## src/rtl/puf_pkg.sv

```systemverilog
// Shared definitions for the PUF authentication sequencer.
//   CHAL_W / RESP_W : challenge and response widths of the arbiter PUF wrapper
//   LFSR_TAPS       : feedback taps of x^8+x^6+x^5+x^4+1 (bits 7,5,4,3)
//   puf_state_e     : sequencer FSM states
//   popcount8       : number of set bits in a byte (0..8)
//   lfsr_next       : one Fibonacci LFSR step, shifting left
package puf_pkg;

  localparam int unsigned CHAL_W = 8;
  localparam int unsigned RESP_W = 8;

  localparam logic [CHAL_W-1:0] LFSR_TAPS = 8'hB8;

  typedef enum logic [1:0] {
    StIdle,
    StSettle,
    StWaitExp,
    StFinish
  } puf_state_e;

  function automatic logic [3:0] popcount8(input logic [7:0] v);
    logic [3:0] n;
    n = '0;
    for (int i = 0; i < 8; i++) begin
      n = n + {3'b000, v[i]};
    end
    return n;
  endfunction

  // Feedback is the XOR of the tapped bits; new bit enters at the LSB.
  function automatic logic [CHAL_W-1:0] lfsr_next(input logic [CHAL_W-1:0] s);
    return {s[CHAL_W-2:0], ^(s & LFSR_TAPS)};
  endfunction

endpackage

```

## src/rtl/puf_auth_sequencer_if.sv

```systemverilog
// Bus bundle between the authentication sequencer and its environment.
//   master : drives start/abort/seed, the PUF response and the expected-response stream
//   slave  : the sequencer; drives the challenge, exp_ready, status and verdict
// HD_W must equal $clog2(8*N_CHAL+1) of the connected sequencer.
interface puf_auth_sequencer_if
  import puf_pkg::*;
#(
  parameter int unsigned HD_W = 8
) ();

  logic              start;
  logic              abort;
  logic [CHAL_W-1:0] seed;
  logic [CHAL_W-1:0] chal_out;
  logic [RESP_W-1:0] resp_in;
  logic              exp_valid;
  logic [RESP_W-1:0] exp_resp;
  logic              exp_ready;
  logic              busy;
  logic              done;
  logic              pass;
  logic [HD_W-1:0]   hd_total;

  modport master (
    output start, abort, seed, resp_in, exp_valid, exp_resp,
    input  chal_out, exp_ready, busy, done, pass, hd_total
  );

  modport slave (
    input  start, abort, seed, resp_in, exp_valid, exp_resp,
    output chal_out, exp_ready, busy, done, pass, hd_total
  );

endinterface

```

## src/rtl/puf_lfsr8.sv

```systemverilog
// 8-bit maximal-length challenge generator.
//   clk, rst_n : clock, asynchronous active-low reset (value resets to 0x00)
//   load       : capture seed; a zero seed is replaced by 0x01 so the LFSR never locks up
//   seed       : initial challenge
//   step       : advance one LFSR step (ignored while load is high)
//   value      : current challenge
module puf_lfsr8
  import puf_pkg::*;
(
  input  logic              clk,
  input  logic              rst_n,
  input  logic              load,
  input  logic [CHAL_W-1:0] seed,
  input  logic              step,
  output logic [CHAL_W-1:0] value
);

  logic [CHAL_W-1:0] value_q;
  logic [CHAL_W-1:0] value_d;

  always_comb begin
    value_d = value_q;
    if (load) begin
      value_d = (seed == '0) ? CHAL_W'(1) : seed;
    end else if (step) begin
      value_d = lfsr_next(value_q);
    end
  end

  always_ff @(posedge clk or negedge rst_n) begin
    if (!rst_n) begin
      value_q <= '0;
    end else begin
      value_q <= value_d;
    end
  end

  assign value = value_q;

endmodule

```

## src/rtl/puf_auth_sequencer.sv

```systemverilog
// PUF authentication sequencer.
// Drives LFSR challenges to the arbiter PUF, waits SETTLE_CYCLES for the arbiter to
// resolve, samples the response, compares it against the enrollment stream and
// accumulates the Hamming distance over N_CHAL challenges, then issues a verdict.
//   clk, rst_n : clock, asynchronous active-low reset
//   bus        : start/abort/seed in; chal_out/resp_in PUF side; exp_valid/exp_resp/exp_ready
//                enrollment stream; busy/done/pass/hd_total status and verdict
module puf_auth_sequencer
  import puf_pkg::*;
#(
  parameter int unsigned N_CHAL        = 16,
  parameter int unsigned SETTLE_CYCLES = 4,
  parameter int unsigned HD_THRESH     = 12
) (
  input logic                  clk,
  input logic                  rst_n,
  puf_auth_sequencer_if.slave  bus
);

  localparam int unsigned HD_W  = $clog2(8 * N_CHAL + 1);
  localparam int unsigned CNT_W = $clog2(SETTLE_CYCLES);
  localparam int unsigned IDX_W = $clog2(N_CHAL);

  localparam logic [CNT_W-1:0] CNT_LAST = CNT_W'(SETTLE_CYCLES - 1);
  localparam logic [IDX_W-1:0] IDX_LAST = IDX_W'(N_CHAL - 1);

  puf_state_e        state_q, state_d;
  logic [CNT_W-1:0]  cnt_q, cnt_d;
  logic [IDX_W-1:0]  idx_q, idx_d;
  logic [HD_W-1:0]   hd_q, hd_d;
  logic [RESP_W-1:0] resp_q, resp_d;
  logic              pass_q, pass_d;
  logic              done_q, done_d;
  logic              lfsr_load;
  logic              lfsr_step;
  logic              exp_hs;
  logic [CHAL_W-1:0] chal;

  assign exp_hs = bus.exp_valid && (state_q == StWaitExp);

  puf_lfsr8 u_lfsr (
    .clk   (clk),
    .rst_n (rst_n),
    .load  (lfsr_load),
    .seed  (bus.seed),
    .step  (lfsr_step),
    .value (chal)
  );

  always_comb begin
    state_d   = state_q;
    cnt_d     = cnt_q;
    idx_d     = idx_q;
    hd_d      = hd_q;
    resp_d    = resp_q;
    pass_d    = pass_q;
    done_d    = 1'b0;
    lfsr_load = 1'b0;
    lfsr_step = 1'b0;

    if (bus.abort) begin
      // Abort beats start in IDLE and any handshake elsewhere; partial hd_total is kept.
      state_d = StIdle;
      if (state_q != StIdle) begin
        pass_d = 1'b0;
      end
    end else begin
      unique case (state_q)
        StIdle: begin
          if (bus.start) begin
            lfsr_load = 1'b1;
            cnt_d     = '0;
            idx_d     = '0;
            hd_d      = '0;
            pass_d    = 1'b0;
            state_d   = StSettle;
          end
        end
        StSettle: begin
          cnt_d = cnt_q + 1'b1;
          if (cnt_q == CNT_LAST) begin
            resp_d  = bus.resp_in;
            state_d = StWaitExp;
          end
        end
        StWaitExp: begin
          if (exp_hs) begin
            hd_d = hd_q + HD_W'(popcount8(resp_q ^ bus.exp_resp));
            if (idx_q == IDX_LAST) begin
              state_d = StFinish;
            end else begin
              idx_d     = idx_q + 1'b1;
              cnt_d     = '0;
              lfsr_step = 1'b1;
              state_d   = StSettle;
            end
          end
        end
        StFinish: begin
          pass_d  = (32'(hd_q) <= HD_THRESH);
          done_d  = 1'b1;
          state_d = StIdle;
        end
        default: begin
          state_d = StIdle;
        end
      endcase
    end
  end

  always_ff @(posedge clk or negedge rst_n) begin
    if (!rst_n) begin
      state_q <= StIdle;
      cnt_q   <= '0;
      idx_q   <= '0;
      hd_q    <= '0;
      resp_q  <= '0;
      pass_q  <= 1'b0;
      done_q  <= 1'b0;
    end else begin
      state_q <= state_d;
      cnt_q   <= cnt_d;
      idx_q   <= idx_d;
      hd_q    <= hd_d;
      resp_q  <= resp_d;
      pass_q  <= pass_d;
      done_q  <= done_d;
    end
  end

  assign bus.chal_out  = chal;
  assign bus.exp_ready = (state_q == StWaitExp);
  assign bus.busy      = (state_q != StIdle);
  assign bus.done      = done_q;
  assign bus.pass      = pass_q;
  assign bus.hd_total  = hd_q;

endmodule
```

## src/flat_wrapper.sv

```systemverilog
// flat-port wrapper written by rule: the top's interface ports become plain ports
module puf_auth_sequencer_flat import puf_pkg::*;
#(
  parameter int unsigned N_CHAL        = 16,
  parameter int unsigned SETTLE_CYCLES = 4,
  parameter int unsigned HD_THRESH     = 12
)
  (clk, rst_n, bus_start, bus_abort, bus_seed, bus_resp_in, bus_exp_valid, bus_exp_resp, bus_chal_out, bus_exp_ready, bus_busy, bus_done, bus_pass, bus_hd_total);
  puf_auth_sequencer_if bus_i ();
  input logic clk;
  input logic rst_n;
  input wire logic [$bits(bus_i.start)-1:0] bus_start;
  input wire logic [$bits(bus_i.abort)-1:0] bus_abort;
  input wire logic [$bits(bus_i.seed)-1:0] bus_seed;
  input wire logic [$bits(bus_i.resp_in)-1:0] bus_resp_in;
  input wire logic [$bits(bus_i.exp_valid)-1:0] bus_exp_valid;
  input wire logic [$bits(bus_i.exp_resp)-1:0] bus_exp_resp;
  output wire logic [$bits(bus_i.chal_out)-1:0] bus_chal_out;
  output wire logic [$bits(bus_i.exp_ready)-1:0] bus_exp_ready;
  output wire logic [$bits(bus_i.busy)-1:0] bus_busy;
  output wire logic [$bits(bus_i.done)-1:0] bus_done;
  output wire logic [$bits(bus_i.pass)-1:0] bus_pass;
  output wire logic [$bits(bus_i.hd_total)-1:0] bus_hd_total;
  assign bus_i.start = bus_start;
  assign bus_i.abort = bus_abort;
  assign bus_i.seed = bus_seed;
  assign bus_i.resp_in = bus_resp_in;
  assign bus_i.exp_valid = bus_exp_valid;
  assign bus_i.exp_resp = bus_exp_resp;
  assign bus_chal_out = bus_i.chal_out;
  assign bus_exp_ready = bus_i.exp_ready;
  assign bus_busy = bus_i.busy;
  assign bus_done = bus_i.done;
  assign bus_pass = bus_i.pass;
  assign bus_hd_total = bus_i.hd_total;
  puf_auth_sequencer #(.N_CHAL(N_CHAL), .SETTLE_CYCLES(SETTLE_CYCLES), .HD_THRESH(HD_THRESH)) u_core (.clk(clk), .rst_n(rst_n), .bus(bus_i));
endmodule
```

## config.mk

```make
export PLATFORM = sky130hd
export DESIGN_NAME = puf_auth_sequencer_flat
export DESIGN_NICKNAME = d
export VERILOG_FILES = /design/src/rtl/puf_pkg.sv /design/src/rtl/puf_auth_sequencer_if.sv /design/src/rtl/puf_lfsr8.sv /design/src/rtl/puf_auth_sequencer.sv /design/src/flat_wrapper.sv
export SDC_FILE = /design/constraint.sdc
export NUM_CORES = 1
export LEC_CHECK = 0
export CORE_AREA = 2 2 59 83
export CTS_BUF_LIST = sky130_fd_sc_hd__clkbuf_8
export DETAILED_ROUTE_END_ITERATION = 12
export DIE_AREA = 0 0 61 85
export HOLD_SLACK_MARGIN = 0.12
export PLACE_DENSITY = 0.75
export SETUP_SLACK_MARGIN = 0.2
export SYNTH_ARGS = -nofsm -noshare
export SYNTH_HDL_FRONTEND = slang
export SYNTH_HIERARCHICAL = 1
export SYNTH_SLANG_ARGS = --single-unit
export TNS_END_PERCENT = 30
```

## constraint.sdc

```tcl
create_clock -name clk -period 3.6 [get_ports clk]
set_input_delay 0.72 -clock clk [delete_from_list [all_inputs] [get_ports clk]]
set_output_delay 0.72 -clock clk [all_outputs]
set_load 0.05 [all_outputs]
```

-- Word-level counts from Yosys, hierarchy flattened
Index checks and enable logic that the tools add are counted.
- flip-flop bits (word level): 34
- input port bits: 29
- word-level logic and storage cells: 81
- add/subtract/negate cells: 10
- magnitude comparators: 1
- equality and inequality tests: 12
- mux-type cells: 33
- bitwise logic cells: 2
- reductions and logical operators: 15
- operator list (operator ; number):
    $mux 8 ; 5
    $add 4x1->4 ; 6
    $mux 2 ; 8
    $pmux 8 s2 ; 1
    $mux 1 ; 12
    $mux 4 ; 3
    $reduce_and 5->1 ; 2
    $reduce_and 3->1 ; 3
    $add 8x4->8 ; 1
    $le 8x4->1 const B ; 1
    $logic_not 8->1 ; 1
    $pmux 2 s4 ; 1
    $pmux 4 s2 ; 1
    $reduce_xor 8->1 ; 1
    $xor 8x8->8 ; 1
    $eq 2x2->1 const B ; 3
    $ne 3x2->1 const B ; 2
    $pmux 2 s3 ; 1
    $reduce_bool 2->1 ; 3
    $reduce_bool 3->1 ; 2
    $add 4x1->4 const B ; 1
    $eq 4x4->1 const B ; 1
    $ne 2x1->1 const B ; 2
    $ne 2x2->1 const B ; 2
    other kinds (9) ; 9

-- Longest topological paths before layout
Gate-level depths: netlist of run 1.
- depth after elaboration: 11
- depth in mapped cells: 13

-- Modules after synthesis
Netlist of run 1, hierarchy kept.
- modules (own cells, without submodules) (module ; instances ; cells an instance ; area each (um2)):
    puf_auth_sequencer ; 1 ; 140 ; 1535.2
    puf_lfsr8 ; 1 ; 41 ; 414.1

-- Worst setup path before layout of run 1
OpenSTA, ideal clock, no wires.
- path type: input -> register
- from: input bus_exp_resp[0]
- to: register u_core.hd_q[6] (netlist: u_core/bus.hd_total[6])
- library setup time: 0.085 ns
- data arrival time: 3.799 ns
- data required time: 3.515 ns
- setup slack: -0.284 ns
- stages on the path: 13
- path buffers: 0
- cells stage by stage: xor2_1 > fa_1 > fa_1 > inv_1 > fa_1 > inv_1 > fa_1 > inv_1 > fa_1 > nor2b_1 > o21a_1 > o2111ai_1 > mux2i_1
- word-level cells in the longest chain between the ends: 11
- ends and longest elaborated chain (item ; RTL line ; source):
    start: declaration ; flat_wrapper.sv:17 ; input wire logic [$bits(bus_i.exp_resp)-1:0] bus_exp_resp;
    $xor 8x8->8 ; puf_auth_sequencer.sv:88 ; hd_d = hd_q + HD_W'(popcount8(resp_q ^ bus.exp_resp));
    $add 1x1->2 ; puf_pkg.sv:25 ; n = n + {3'b000, v[i]};
    $add 4x1->4 (6 in a row) ; puf_pkg.sv:25 ;
    $add 8x4->8 ; puf_auth_sequencer.sv:88 ;
    $mux 8 ; puf_auth_sequencer.sv:87 ; if (exp_hs) begin
    $pmux 8 s2 ; puf_auth_sequencer.sv:68 ; unique case (state_q)
    end signal: assignment ; puf_auth_sequencer.sv:116 ; hd_q <= '0;
    end signal: assignment ; puf_auth_sequencer.sv:124 ; hd_q <= hd_d;
    end: declaration ; puf_auth_sequencer.sv:30 ; logic [HD_W-1:0] hd_q, hd_d;
No other way between the ends. The select of a mux whose other input is x is not followed.
A chain may end at the register's enable or synchronous reset.

-- Final worst setup path of run 1
Same ends and word-level chain as after synthesis.

==> metrics.md, run 1 <==
| Metric | Value |
|---|---|
| # DRC | 0 |
| Fmax achieved | between 200 and 300 MHz |
| Hold Crit Depth | 1 |
| Int Pwr | 936 uW |
| Pleak | 0.00117 uW |
| Post-DP HPWL | between 3000 and 4000 um |
| Yosys reg bits | 34 |
| Buffers on Ports | 48 |
| PnR worst setup slack | -0.00657 ns |
| Crit path max fanout | 3 |
| Row cnt | 29 |
| Placed insts | 289 |
| Switch share | 37.3% |
| Congestion Overflow GR | 0 |
| Max clock buf depth | 2 |
| Clk_lat worst skew | 0.29 ns |
| Hold Crit Class | flop to flop |
| Largest area contributor in the netlist | dfrtp_1 |
| Initial antenna violation count | 0 |
| Largest net degree at the start of global routing | 35 |
| Netlist cell types | 42 |
| Worst Clk Skew | 0.00553 ns |
| Status | complete, but fails checks |
| Mean post-synth cell area | 10.8 sq um |
| Seq pwr share | between 30% and 40% |
| Reg clk slew, reported paths | about 0.07 ns |
| Number of enable flip-flop cells after synthesis | 0 |
| CP Capture Type | flop |
| Post-layout min period | between 3 and 4 ns |
| Slew Viols, Final | 0 |
| Unrepaired setup endpoints after global routing | yes |
| Area Overhead vs Synth | 36.2% |
| RR Endpoint | u_core/bus.hd_total[6] |
| R2r setup slk | 0.12 ns |
| Worst EP arrival | 3.82 ns |
| Net Sw Power | 557 uW |
| 1st-iter DRT viols | 59 |
| PwrDens | roughly 560 nW/um^2 |
| Nets | 277 |
| WL final | 4040 um |
| Ys flop type | dfrtp_1 |
| Finished Core Util | 59.5% |
| Io pins | just under 50 |
| Clock share of power | 19.3% |
| Cells after Synth | roughly 180 |
| Synth Cell Area | 1950 sq um |
| Max VDD drop | 0.000291 V |
| Die Ht | between 80 and 90 um |
| Max cap viols | 0 |
| Hold EP | u_core/cnt_q[1] |
| Hold_sp | u_core/cnt_q[1] |
| CP startpoint kind | primary input |
| Synth warnings | 6 |
| CTS tree | built |
| Starting density of the core | approximately 44% |
| Total CTS buffers | 5 |
| Die area | 5190 sq um |
| Final Hold Viols | 0 |
| Failing checks | setup timing |
| Mapped Nets | 223 |
| Share of the synthesized area in the top cell type | 43.6% |
| Core ar. | between 4000 and 5000 sq um |
| # setup viols final | 1 |
| Register-to-Register Path Depth | 13 |
| Sequential area share after synthesis | 43.6% |
| Routed WL per cell | 13.6 um |
| Setup CP Type | primary input to flop |
| # H-tree levels | 2 |
| Gate power share | between 40% and 50% |
| Routability cong. | 0.811 |
| Worst Path Required | 3.81 ns |
| Vias in the first global route | 1,539 |
| First-pass GRT wire length | around 6600 um |
| Final critical-path share of the clock period | 100% |
| Worst-Margin Slew | 0.538 ns |
| Vias | 1,528 |
| Rel. slew slack | around 64% |
| Share of layout cells above drive strength 1 | a little under a fifth |
| Non-filler instance count after layout | 298 |
| Final ANT Viol Nets | 0 |
| Ranking of synthesized cells by area | dfrtp_1 (44%), mux2_2 (5.8%), mux2i_1 (5.6%) |
| Diode count | 0 |
| GRT Total Usage | 17.1% |
| Pwr Total | between 1000 and 1500 uW |
| Root Driver | clkbuf_8 |
| TritonCTS Sinks | 34 |
| DP Worst Slack | -0.683 ns |
| Vias per cell | 5.13 |
| Die width | 61 um |
| CTS Hold Bufs | 0 |
| Worst r2r src | u_core/resp_q[0] |
| FFs w/ async S/R, synth | 100% |
| Pre-antenna DRT Iters | 4 |
-- worst max-delay path, cell delays in order --
cell and delay (ns):
buf_6 0.10, xor2_2 0.17, fa_1 0.51, fa_1 0.52, inv_2 0.04, fa_1 0.49, inv_2 0.04, fa_2 0.35
inv_2 0.07, fa_2 0.19, nor2b_2 0.04, o21a_1 0.18, o2111ai_2 0.20, mux2i_1 0.20
-- cells in the mapped netlist, types with 2 or more instances --
cell       n
a21oi_1    8
a22o_1     5
a31oi_1    2
and2_1     2
buf_2      3
dfrtp_1   34
fa_1       5
ha_1       8
inv_1     10
mux2_2    10
mux2i_1   11
nand2_1   13
nand2b_1   2
nand3_1    5
nor2_1     7
nor2b_1    3
nor3_1     3
nor4_1     2
o21a_1     2
o21ai_0   13
o21ai_1    2
or4_1      2
xnor2_1    3
xor2_1     8
-- area by class of cell --
| cell class | instances | area (sq um) |
|---|---|---|
| Multi-Input combinational cell | 130 | 1070 |
| Sequential cell | 34 | 851 |
| Clock buffer | 6 | 82.6 |
| Timing Repair Buffer | 53 | 520 |
| Tap cell | 62 | 77.6 |
| Clock inverter | 2 | 8.76 |
| Fill cell | 396 | 1810 |
| Inverter | 11 | 46.3 |
-- placed cells by master, fill, tap and decap left out, types with 3 or more instances in the layout --
cell type        instances
clkbuf_8                 6
xor2_1                   6
o21ai_1                  3
buf_4                    5
mux2_2                  10
a21oi_1                  7
mux2i_1                 11
nand2_1                 13
a22o_1                   5
inv_1                    7
inv_2                    4
nor3_1                   3
ha_1                     8
dfrtp_1                 34
clkdlybuf4s50_1         46
nand3_1                  5
o21ai_0                 12
nor2_1                   7
xnor2_1                  3
fa_1                     3
-- flip-flops by register name, indices dropped and copies added, names as in the netlist --
register	count
u_core/bus.pass	1
u_core/bus.done	1
u_core/u_lfsr/value	8
u_core/idx_q	4
u_core/resp_q	8
u_core/state_q	2
u_core/cnt_q	2
u_core/bus.hd_total	8
-- routing by layer --
metal	part of all wire, %	vias up	wire, um	GRT usage, %
li1	-	747	-	-
met1	41	729	1660	19.5
met2	50	46	2000	28.8
met3	7.6	6	307	5.79
met4	1.7	0	68	6.52
met5	0	-	0	0
-- worst max path at each step --
stage	slack (ns)	cells after the start	startpoint	end
detailed placement	-0.68	14	bus_exp_resp[2]	u_core/bus.hd_total[6]
global route	-0.11	14	bus_exp_resp[0]	u_core/bus.hd_total[6]
CTS	-0.1	14	bus_exp_resp[2]	u_core/bus.hd_total[6]
floorplan	-0.07	13	bus_exp_resp[2]	u_core/bus.hd_total[6]
finish	-0.007	14	bus_exp_resp[0]	u_core/bus.hd_total[6]
global placement	-0.63	14	bus_exp_resp[2]	u_core/bus.hd_total[6]
-- through the flow --
step | TNS (ns) | area [sq um] | hold slack, ns
floorplan | -0.0965 | 1970 | 0.424
global placement | -3.79 | 2520 | 0.490
detailed placement | -4.11 | 2520 | 0.493
CTS | -0.179 | 2650 | 0.510
global route | -0.195 | 2660 | 0.551
finish | -0.00657 | 2660 | 0.509
-- power by group through the flow --
stage	logic, uW	registers, uW	clock network [uW]
6_report	731	474	288
2_1_floorplan	409	534	0
3_5_place_dp	680	481	0
4_1_cts	757	474	300
3_3_place_gp	654	479	0
5_1_grt	820	482	312
-- timing repair --
action,CTS,global route
gates cloned,0,0
setup buffers,1,0
setup endpoints to repair,7,7
endpoints found under the hold margin,0,0
pin swaps,14,9
gates resized for setup,16,1
-- logic make-up after synthesis --
family	synth area share, %
AO/OA/AOI/OAI	13.4
XOR/XNOR	4.94
adder cells (fa/ha/maj)	10.3
buffers and inverters	4.30
flip-flops	43.6
multiplexers	11.4
AND/OR/NAND/NOR	12.0
Power figures use the tool's default switching activity.
==> run 2: changes to the inputs <==
CORE_AREA = 4 4 61 85   (was 2 2 59 83)
CTS_CLUSTER_DIAMETER = 200   (was not set)
DIE_AREA = 0 0 65 89   (was 0 0 61 85)
==> run 2 against run 1 <==
The run now ends clean; cell area decreased by 0.24%; via count decreased by 0.46%; global-route usage decreased by 1.0 points; count of clock-buffer cells in the layout unchanged; clock skew increased by 0.0016 ns; non-clock buffer count decreased by 1; highest routed layer unchanged.
==> metrics.md, run 2 (synthesis gave the netlist of run 1 again) <==
| Metric | Value |
|---|---|
| Status | completed |
| Routed WL per cell | 14.2 um (+4.7%) |
| 1st-iter DRT viols | 22 (-63%) |
| Vias per cell | 5.12 (-0.12%) |
| Post-DP HPWL | 3170 um (+3.3%) |
| Row cnt | 29 (unchanged) |
| CP Launch Point | bus_exp_resp[2] |
| Slew Viols, Final | 0 (unchanged) |
| Placed cell area | 2520 sq um (unchanged) |
| Crit path max fanout | 3 (unchanged) |
| Share of layout cells above drive strength 1 | 17.4% (-1.2 points) |
| Largest net degree at the start of global routing | 35 (unchanged) |
| Reg clk slew, reported paths | 0.07 ns (about the same) |
| Register-to-Register Path Depth | 13 (unchanged) |
| CTS tree | built |
| Clk_lat worst skew | 0.28 ns (about the same) |
| Pleak | 0.00117 uW (-0.27%) |
| Most frequent cells in the layout | clkdlybuf4s50_1 (46), dfrtp_1 (34), nand2_1 (13) |
| Hold Crit Class | flop to flop |
| Buffers on Ports | 48 (unchanged) |
| Initial antenna violation count | 0 (unchanged) |
| Vias | 1,521 (-0.46%) |
| First-pass GRT wire length | 7090 um (+7.3%) |
| GRT Total Usage | 16.1% (-1.0 points) |
| Io pins | 49 (unchanged) |
| CP startpoint kind | primary input |
| CTS Hold Bufs | 0 (unchanged) |
| Core ar. | 4460 sq um (unchanged) |
| Slowest CP cell | fa_1 |
| Setup CP Type | primary input to flop |
| Worst setup path endpoint | u_core/bus.hd_total[6] |
| R2r setup slk | 0.10 ns (-0.02 ns) |
| Worst-Margin Slew | 0.525 ns (-0.0136 ns) |
| # setup viols final | 0 (-1) |
| Congestion Overflow GR | 0 (unchanged) |
| DP Worst Slack | -0.694 ns (-0.0104 ns) |
| CP Capture Type | flop |
| Total CTS buffers | 5 (unchanged) |
| Cell repeated most along the worst path | fa_1 |
| Final Hold Viols | 0 (unchanged) |
| Commonest non-fill, non-tap cell in the layout | clkdlybuf4s50_1 |
| # DRC | 0 (unchanged) |
| Finished Core Util | 59.3% (-0.14 points) |
| Final critical-path share of the clock period | 99.1% (-1.1 points) |
| PwrDens | 549 nW/um^2 (-2.3%) |
| Die Ht | 89 um (+4.7%) |
| Rel. slew slack | 65.0% (+0.91 points) |
| Worst path max stage delay | 0.49 ns (-0.03 ns) |
| WL final | 4210 um (+4.3%) |
| Non-filler instance count after layout | 297 (-0.34%) |
| Max VDD drop | 0.000366 V (+26%) |
| Placed insts | 289 (unchanged) |
| Routability cong. | 0.732 (-9.7%) |
| # H-tree levels | 2 (unchanged) |
| Diode count | 0 (unchanged) |
| Final ANT Viol Nets | 0 (unchanged) |
| Die area | 5790 sq um (+12%) |
| Worst Clk Skew | 0.00714 ns (+0.00160 ns) |
| Max clock buf depth | 2 (unchanged) |
| PnR worst setup slack | 0.0330 ns (+0.0396 ns) |
| Critical path cell sequence | buf_6, xor2_2, fa_1, fa_1, inv_1, fa_1, inv_2, fa_2, inv_2, fa_2, nor2b_2, o21a_1, o2111ai_2, mux2i_1 |
| Post-layout min period | 3.57 ns (-0.0396 ns) |
| Worst Path Required | 3.80 ns (about the same) |
| Starting density of the core | 43.7% (unchanged) |
| Worst EP arrival | 3.77 ns (-0.05 ns) |
| Unrepaired setup endpoints after global routing | yes |
| Worst r2r src | u_core/resp_q[2] |
| TritonCTS Sinks | 34 (unchanged) |
| RR Endpoint | u_core/bus.hd_total[6] |
| Pre-antenna DRT Iters | 4 (unchanged) |
| Post-CTS Setup Bufs | 0 (-1) |
| Vias in the first global route | 1,541 (+0.13%) |
| Area Overhead vs Synth | 35.9% |
| Max cap viols | 0 (unchanged) |
| Die width | 65 um (+6.6%) |
| Nets | 276 (-0.36%) |
| Hold slack | 0.513 ns (+0.00342 ns) |
| Fmax achieved | 280 MHz (+1.1%) |
| Final design area excluding fillers | 2650 sq um (-0.24%) |
| Root Driver | clkbuf_8 |
[run 2: worst min path at each step]
stage | start | to | slack, ns | cells after the start
floorplan | rst_n | u_core/bus.done | 0.42 | 0
global placement | u_core/cnt_q[1] | u_core/cnt_q[1] | 0.49 | 1
detailed placement | u_core/cnt_q[1] | u_core/cnt_q[1] | 0.50 | 1
CTS | u_core/cnt_q[1] | u_core/cnt_q[1] | 0.51 | 1
global route | u_core/cnt_q[1] | u_core/cnt_q[1] | 0.52 | 1
finish | u_core/cnt_q[1] | u_core/cnt_q[1] | 0.51 | 1
[run 2: worst max-delay path, delay by kind of cell]
family | cells | cell delay [ns]
AND/OR/NAND/NOR | 1 | 0.05
multiplexers | 1 | 0.20
AO/OA/AOI/OAI | 2 | 0.39
adder cells (fa/ha/maj) | 5 | 2.01
XOR/XNOR | 1 | 0.14
buffers and inverters | 4 | 0.24
[run 2: stage by stage]
stage               total power, uW  TNS (ns)
floorplan                       943   -0.0965
global placement               1140     -3.77
detailed placement             1160     -4.14
CTS                            1480    -0.135
global route                   1570   -0.0901
finish                         1450         0
[run 2: layout make-up]
class | instances | area (sq um)
clock buffer | 6 | 82.6
clock inverter | 2 | 8.76
fill | 408 | 1810
inverter | 11 | 46.3
multi-input combinational | 130 | 1070
sequential | 34 | 851
tap | 62 | 77.6
timing repair buffer | 52 | 513
[run 2: power breakdown]
part | internal [uW] | switching, uW
registers | 432 | 45.1
logic | 325 | 368
clock network | 151 | 134
[run 2: routing by layer]
| layer | share of wire (%) | GRT usage [%] | wire (um) |
|---|---|---|---|
| met2 | 50 | 28.4 | 2130 |
| met5 | 0 | 0 | 0 |
| met1 | 40 | 18.3 | 1700 |
| met4 | 1.3 | 5.19 | 55 |
| met3 | 7.8 | 5.28 | 328 |
[run 2: what timing repair did]
action | in CTS | in global routing
resized for setup | 14 | 1
setup endpoints to repair | 8 | 7
pin swaps | 16 | 12
